`src/rtl/uart_rx_ctrl_if.sv`:
```
// Consumer-side byte stream of the UART receive buffer: head byte, valid and ready.
interface uart_rx_ctrl_if;
    logic [7:0] m_data;
    logic       m_valid;
    logic       m_ready;

    modport master (output m_data, output m_valid, input m_ready);
    modport slave  (input m_data, input m_valid, output m_ready);
endinterface

```
`src/rtl/uart_rx_ctrl.sv`:
```
// UART receiver control: bclk divider, enable/resync FSM, FWFT byte FIFO with sticky flags.
// Define UART_RX_CTRL_TIMEOUT_EN to build the bit-time watchdog, RESYNC state and timeout flag.
module uart_rx_ctrl #(
    parameter int unsigned DIV_W         = 16,
    parameter int unsigned FIFO_AW       = 3,
    parameter int unsigned TIMEOUT_TICKS = 192
) (
    input  logic               clk,
    input  logic               reset_n,
    input  logic               enable,
    input  logic [DIV_W-1:0]   divisor,
    output logic               bclk,
    output logic               rx_reset,
    input  logic [7:0]         rx_data,
    input  logic               rx_ready,
    input  logic               rx_busy,
    uart_rx_ctrl_if.master     m_bus,
    output logic [FIFO_AW:0]   fifo_count,
    output logic               overrun,
    output logic               timeout,
    input  logic               err_clr,
    output logic [1:0]         state
);

    localparam int unsigned Depth = 1 << FIFO_AW;

    localparam logic [1:0] StOff    = 2'd0;
    localparam logic [1:0] StIdle   = 2'd1;
    localparam logic [1:0] StRecv   = 2'd2;
    localparam logic [1:0] StResync = 2'd3;

    // Baud divider; divisor 0 and 1 both give a tick every cycle.
    logic [DIV_W-1:0] cnt_q;
    logic [DIV_W-1:0] div_m1;
    logic             bclk_q;

    always_comb begin
        div_m1 = (divisor == '0) ? '0 : divisor - DIV_W'(1);
    end

    always_ff @(posedge clk or negedge reset_n) begin
        if (!reset_n) begin
            cnt_q  <= '0;
            bclk_q <= 1'b0;
        end else if (!enable) begin
            cnt_q  <= '0;
            bclk_q <= 1'b0;
        end else if (cnt_q >= div_m1) begin
            cnt_q  <= '0;
            bclk_q <= 1'b1;
        end else begin
            cnt_q  <= cnt_q + DIV_W'(1);
            bclk_q <= 1'b0;
        end
    end

    assign bclk = bclk_q;

    logic [1:0] state_q;
    logic [1:0] state_d;
    logic       rx_reset_q;

`ifdef UART_RX_CTRL_TIMEOUT_EN
    localparam int unsigned WdW = $clog2(TIMEOUT_TICKS + 1);

    logic [WdW-1:0] wd_q;
    logic           rs_q;
    logic           timeout_q;
    logic           to_set;
`endif

    always_comb begin
        state_d = state_q;
`ifdef UART_RX_CTRL_TIMEOUT_EN
        to_set  = 1'b0;
`endif
        case (state_q)
            StOff: begin
                if (enable) state_d = StIdle;
            end
            StIdle: begin
                if (rx_busy) state_d = StRecv;
            end
            StRecv: begin
                if (!rx_busy) begin
                    state_d = StIdle;
`ifdef UART_RX_CTRL_TIMEOUT_EN
                end else if (wd_q == WdW'(TIMEOUT_TICKS)) begin
                    state_d = StResync;
                    to_set  = 1'b1;
`endif
                end
            end
            StResync: begin
`ifdef UART_RX_CTRL_TIMEOUT_EN
                if (rs_q) state_d = StIdle;
`else
                state_d = StIdle;
`endif
            end
            default: state_d = StOff;
        endcase
        if (!enable) begin
            state_d = StOff;
`ifdef UART_RX_CTRL_TIMEOUT_EN
            to_set  = 1'b0;
`endif
        end
    end

    always_ff @(posedge clk or negedge reset_n) begin
        if (!reset_n) begin
            state_q    <= StOff;
            rx_reset_q <= 1'b1;
        end else begin
            state_q    <= state_d;
            rx_reset_q <= (state_d == StOff) || (state_d == StResync);
        end
    end

    assign state    = state_q;
    assign rx_reset = rx_reset_q;

`ifdef UART_RX_CTRL_TIMEOUT_EN
    // Watchdog restarts on each RECV entry and saturates at the limit.
    always_ff @(posedge clk or negedge reset_n) begin
        if (!reset_n) begin
            wd_q      <= '0;
            rs_q      <= 1'b0;
            timeout_q <= 1'b0;
        end else begin
            if ((state_q == StOff) || (state_d == StRecv && state_q != StRecv)) begin
                wd_q <= '0;
            end else if (state_q == StRecv && bclk_q && wd_q != WdW'(TIMEOUT_TICKS)) begin
                wd_q <= wd_q + WdW'(1);
            end
            rs_q <= (state_q == StResync) && !rs_q;
            if (to_set) begin
                timeout_q <= 1'b1;
            end else if (err_clr) begin
                timeout_q <= 1'b0;
            end
        end
    end

    assign timeout = timeout_q;
`else
    assign timeout = 1'b0;
`endif

    logic [7:0]         mem [Depth];
    logic [FIFO_AW-1:0] wr_ptr_q;
    logic [FIFO_AW-1:0] rd_ptr_q;
    logic [FIFO_AW:0]   count_q;
    logic               overrun_q;
    logic               full;
    logic               pop;
    logic               wr_req;
    logic               push;
    logic               ovr_set;

    always_comb begin
        full    = (count_q == (FIFO_AW + 1)'(Depth));
        pop     = (count_q != '0) && m_bus.m_ready;
        wr_req  = rx_ready && enable && (state_q != StOff) && (state_q != StResync);
        // A pop in the same cycle frees the slot a full FIFO would otherwise refuse.
        push    = wr_req && (!full || pop);
        ovr_set = wr_req && full && !pop;
    end

    always_ff @(posedge clk or negedge reset_n) begin
        if (!reset_n) begin
            wr_ptr_q <= '0;
            rd_ptr_q <= '0;
            count_q  <= '0;
        end else if (!enable) begin
            wr_ptr_q <= '0;
            rd_ptr_q <= '0;
            count_q  <= '0;
        end else begin
            if (push) wr_ptr_q <= wr_ptr_q + FIFO_AW'(1);
            if (pop)  rd_ptr_q <= rd_ptr_q + FIFO_AW'(1);
            if (push && !pop) begin
                count_q <= count_q + (FIFO_AW + 1)'(1);
            end else if (pop && !push) begin
                count_q <= count_q - (FIFO_AW + 1)'(1);
            end
        end
    end

    always_ff @(posedge clk) begin
        if (push) mem[wr_ptr_q] <= rx_data;
    end

    always_ff @(posedge clk or negedge reset_n) begin
        if (!reset_n) begin
            overrun_q <= 1'b0;
        end else if (ovr_set) begin
            overrun_q <= 1'b1;
        end else if (err_clr) begin
            overrun_q <= 1'b0;
        end
    end

    assign overrun       = overrun_q;
    assign fifo_count    = count_q;
    assign m_bus.m_valid = (count_q != '0);
    assign m_bus.m_data  = (count_q != '0) ? mem[rd_ptr_q] : 8'h00;

endmodule

```
`src/flat_wrapper.sv`:
```
// flat-port wrapper written by rule: the top's interface ports become plain ports
module uart_rx_ctrl_flat 
#(
    parameter int unsigned DIV_W         = 16,
    parameter int unsigned FIFO_AW       = 3,
    parameter int unsigned TIMEOUT_TICKS = 192
)
  (clk, reset_n, enable, divisor, bclk, rx_reset, rx_data, rx_ready, rx_busy, fifo_count, overrun, timeout, err_clr, state, m_bus_m_data, m_bus_m_valid, m_bus_m_ready);
  uart_rx_ctrl_if m_bus_i ();
  input  logic clk;
  input  logic reset_n;
  input  logic enable;
  input  logic [DIV_W-1:0] divisor;
  output logic bclk;
  output logic rx_reset;
  input  logic [7:0] rx_data;
  input  logic rx_ready;
  input  logic rx_busy;
  output logic [FIFO_AW:0] fifo_count;
  output logic overrun;
  output logic timeout;
  input  logic err_clr;
  output logic [1:0] state;
  output wire logic [$bits(m_bus_i.m_data)-1:0] m_bus_m_data;
  output wire logic [$bits(m_bus_i.m_valid)-1:0] m_bus_m_valid;
  input wire logic [$bits(m_bus_i.m_ready)-1:0] m_bus_m_ready;
  assign m_bus_m_data = m_bus_i.m_data;
  assign m_bus_m_valid = m_bus_i.m_valid;
  assign m_bus_i.m_ready = m_bus_m_ready;
  uart_rx_ctrl #(.DIV_W(DIV_W), .FIFO_AW(FIFO_AW), .TIMEOUT_TICKS(TIMEOUT_TICKS)) u_core (.clk(clk), .reset_n(reset_n), .enable(enable), .divisor(divisor), .bclk(bclk), .rx_reset(rx_reset), .rx_data(rx_data), .rx_ready(rx_ready), .rx_busy(rx_busy), .m_bus(m_bus_i), .fifo_count(fifo_count), .overrun(overrun), .timeout(timeout), .err_clr(err_clr), .state(state));
endmodule
```
`config.mk`:
```
export PLATFORM = sky130hd
export DESIGN_NAME = uart_rx_ctrl_flat
export DESIGN_NICKNAME = d
export VERILOG_FILES = /design/src/rtl/uart_rx_ctrl_if.sv /design/src/rtl/uart_rx_ctrl.sv /design/src/flat_wrapper.sv
export SDC_FILE = /design/constraint.sdc
export NUM_CORES = 1
export LEC_CHECK = 0
export ABC_AREA = 1
export CELL_PAD_IN_SITES_DETAIL_PLACEMENT = 0
export CELL_PAD_IN_SITES_GLOBAL_PLACEMENT = 1
export CORE_MARGIN = 5
export CORE_UTILIZATION = 40
export DETAILED_ROUTE_END_ITERATION = 6
export PLACE_DENSITY_LB_ADDON = 0.1
export SKIP_CTS_REPAIR_TIMING = 1
export SKIP_LAST_GASP = 1
export SLEW_MARGIN = 10
export SYNTH_ARGS = -nofsm -noshare
export SYNTH_HDL_FRONTEND = slang
export SYNTH_SLANG_ARGS = --single-unit
```
`constraint.sdc`:
```
create_clock -name clk -period 1.9 [get_ports clk]
set_input_delay 0.475 -clock clk [delete_from_list [all_inputs] [get_ports clk]]
set_output_delay 0.475 -clock clk [all_outputs]
set_load 0.02 [all_outputs]
```
==> flow_summary.toml <==
[yosys]
synth-compound-area-share = 0.0971
async_reset_ff_frac = 0.326
yosysTopAreaCellShare = 0.367
synth.cell_area_um2 = 5230
synth_area_leaders = "edfxtp_1, dfrtp_1, nor2_1"
yosys.area.top_type = "edfxtp_1"
synth_top_family_by_area = "simple AND/OR/NAND/NOR gates"
synth-xor-area-share = 0.0134
yosys.area_share.simple = 0.233
avgSynthCellArea_um2 = 9.23
syn_inst = 567
ys_warn_count = 0
synth.distinct_cells = 43
synth.area.mux_share = 0.0153
synth_common_cells = "nor2_1, nand2_1, edfxtp_1, inv_1, o21ai_0"
synth_fp_nets = 626
yosysSeqAreaShare = 0.516
synth-main-ff-cell = "edfxtp_1"
synth-seq-cells = 95
synth_edf_count = 64
yosys.area_share.adder = 0.0684
synth.most_common_cell = "nor2_1"

[place]
routabilityCongestion = 0.810
dpl.hpwl_mm = 9.27
placed_cells_incl_taps = 868
placed_area_um2 = 6930
portBuffers = 48
place_ws_ns = -1.41

[status]
status = "finished, violations left"
violations = "negative setup slack"

[critical_path]
cp-end-kind = "flip-flop"
cp_common_cell = "buf_6"
crit_family = "simple AND/OR/NAND/NOR gates"
crit_fanout = 5
cpMaxStageDelayCell = "ha_1"
critical_path.cell_chain = "buf_6 > buf_8 > inv_16 > buf_6 > ha_4 > nand2_4 > nor2_4 > nand2_2 > nor2_2 > nor2_1 > nand3b_1 > ha_1 > nand2_2 > nor3_4 > nand3_2 > nand3_4 > buf_6 > nor2_1"
path_buf_inv = 5
cp_slowest_stage_delay_ns = 0.29
cp_data_arrival_time_ns = 2.67
worst_ep_required_time_ns = 2.14
startpoint_type = "primary input"
critical_path_class = "primary input to flip-flop"

[sta]
fin_skew_ns = 0.00653
setup_slack_ns = -0.534
rsz0062_at_grt = "yes"
hold_slack_ns = 0.534
slew_viol_final = 0
setup-violations-final = 25
period_needed_ns = 2.43
timing.fmax_ghz = 0.411
final-hold-violation-count = 0
min_period_over_period = 1.28
fin_setup_tns_ns = -10.70

[cells_and_area]
fillers = 1151
layout-drive-gt1-share = 0.358
syn_to_final_growth_pct = 49.0
final_net_count = 786
final_util = 0.613
final_area_um2 = 7800
antenna_cells = 0
fin_cells = 904

[hold_path]
hold_path.class = "primary input to async pin"

[power]
seqPwrFrac = 0.341
combPwrFrac = 0.392
power_density_nw_per_um2 = 906
p_clk_frac = 0.267
p_total_mw = 7.07
intPower_mw = 4.70
switchingPower_mw = 2.36
switching_share = 0.334
p_leak_nw = 3.48
peakVddDrop_mv = 0.491

[clocking]
root_buffer = "clkbuf_16"
clock_path_buffers = 2
clk_pin_slew_ns = 0.07
clk-insertion-delay-late_ns = 0.35
cts_buffers = 9
cts_tree = "yes"
cts_sinks = 95
htreeDepth = 3

[die]
die_area_um2 = 15500
rows = 41
core_area_um2 = 12700
io_pins = 50
start_util = 0.411
die_x_um = 124
die_y_um = 124

[global_route]
use_met2 = 0.287
grt_use_met3 = 0.0317
grt_busiest_layer = "met2"
antenna_found_initial = 0
overflow = 0
grt_pass1_wl_mm = 20.6
globalRouteMet1Util = 0.206
grt_max_degree = 32
grt_use_total = 0.164
grt_pass1_vias = 4291

[routing]
wl_per_cell_um = 14.6
dr.pass1.iters = 4
viasPerCell = 4.94
remaining_drc_errors = 0
drt_iter0_markers = 256
routed_wl_mm = 13.2
via_count = 4466
ant_nets = 0

[job]
max_cap_violations = 0
[layout by cell type (no fill, tap or decap), drive strengths merged, types with 3 or more instances in the layout]
cell,count
buf,123
nor2,108
nand2,89
edfxtp,64
inv,57
o21ai,53
nand3,48
dfrtp,30
ha,27
dlymetal6s2s,21
clkdlybuf4s50,16
a21oi,16
clkbuf,13
o22ai,10
nand4,8
mux2i,8
nor3,7
xor2,6
o21bai,5
a21o,4
nor4,3
[worst register-to-register path, delay by kind of cell, from the launching register on]
| family | cells | cell delay, ns |
|---|---|---|
| flip-flops | 1 | 0.43 |
| AND/OR/NAND/NOR | 6 | 0.54 |
| adder cells (fa/ha/maj) | 2 | 0.42 |
| AO/OA/AOI/OAI | 2 | 0.32 |
| buffers and inverters | 1 | 0.06 |
[power by group through the flow]
stage                     Combinational (mW)  Clock, mW  Sequential [mW]
after floorplan                         1.26          0             2.50
final                                   2.77       1.88             2.41
after global routing                    3.02       2.03             2.43
after detailed placement                2.42          0             2.42
after CTS                               2.42       1.92             2.38
after global placement                  2.39          0             2.42
[layer usage]
layer | wire length (um) | part of all wire | vias to the layer above
met5 | 0 | 0 | -
met2 | 6910 | 0.52 | 62
met3 | 389 | 0.029 | 10
met1 | 5750 | 0.44 | 2135
met4 | 141 | 0.011 | 0
li1 | - | - | 2259
[cell families after synthesis]
family,Yosys count
simple gates,266
flops,95
buf+inv,70
mux,8
compound gates,91
xor+xnor,8
other cells,1
fa+ha+maj,28
[layout make-up]
type,instances,area (um2),area share
Multi-Input combinational cell,403,2690,0.345
Clock inverter,7,90.1,0.0116
Clock buffer,9,225,0.0289
Sequential cell,95,2700,0.347
Timing Repair Buffer,164,1630,0.210
Tap cell,172,215,0.0276
Inverter,54,239,0.0306
[state kept, by name, summed over array words and instances, names as in the netlist]
name	cells
u_core.fifo_count	4
u_core.overrun	1
u_core.rd_ptr_q	3
u_core.rx_reset	1
u_core.mem	64
u_core.cnt_q	16
u_core.wr_ptr_q	3
u_core.bclk	1
u_core.state	2
[worst paths after layout]
path / startpoint / end / slack, ns / depth (start not counted)
min in group clk: u_core.overrun / u_core.overrun / 0.55 / 2
worst max register to register: u_core.state[1] / u_core.fifo_count[3] / 0.02 / 11
worst min-delay path: reset_n / u_core.state[0] / 0.53 / 2
worst min register to register: u_core.overrun / u_core.overrun / 0.55 / 2
worst max-delay path: divisor[1] / u_core.cnt_q[13] / -0.53 / 18
max in group asynchronous: reset_n / u_core.rx_reset / 1.04 / 2
(Power assumes the default switching activity.)
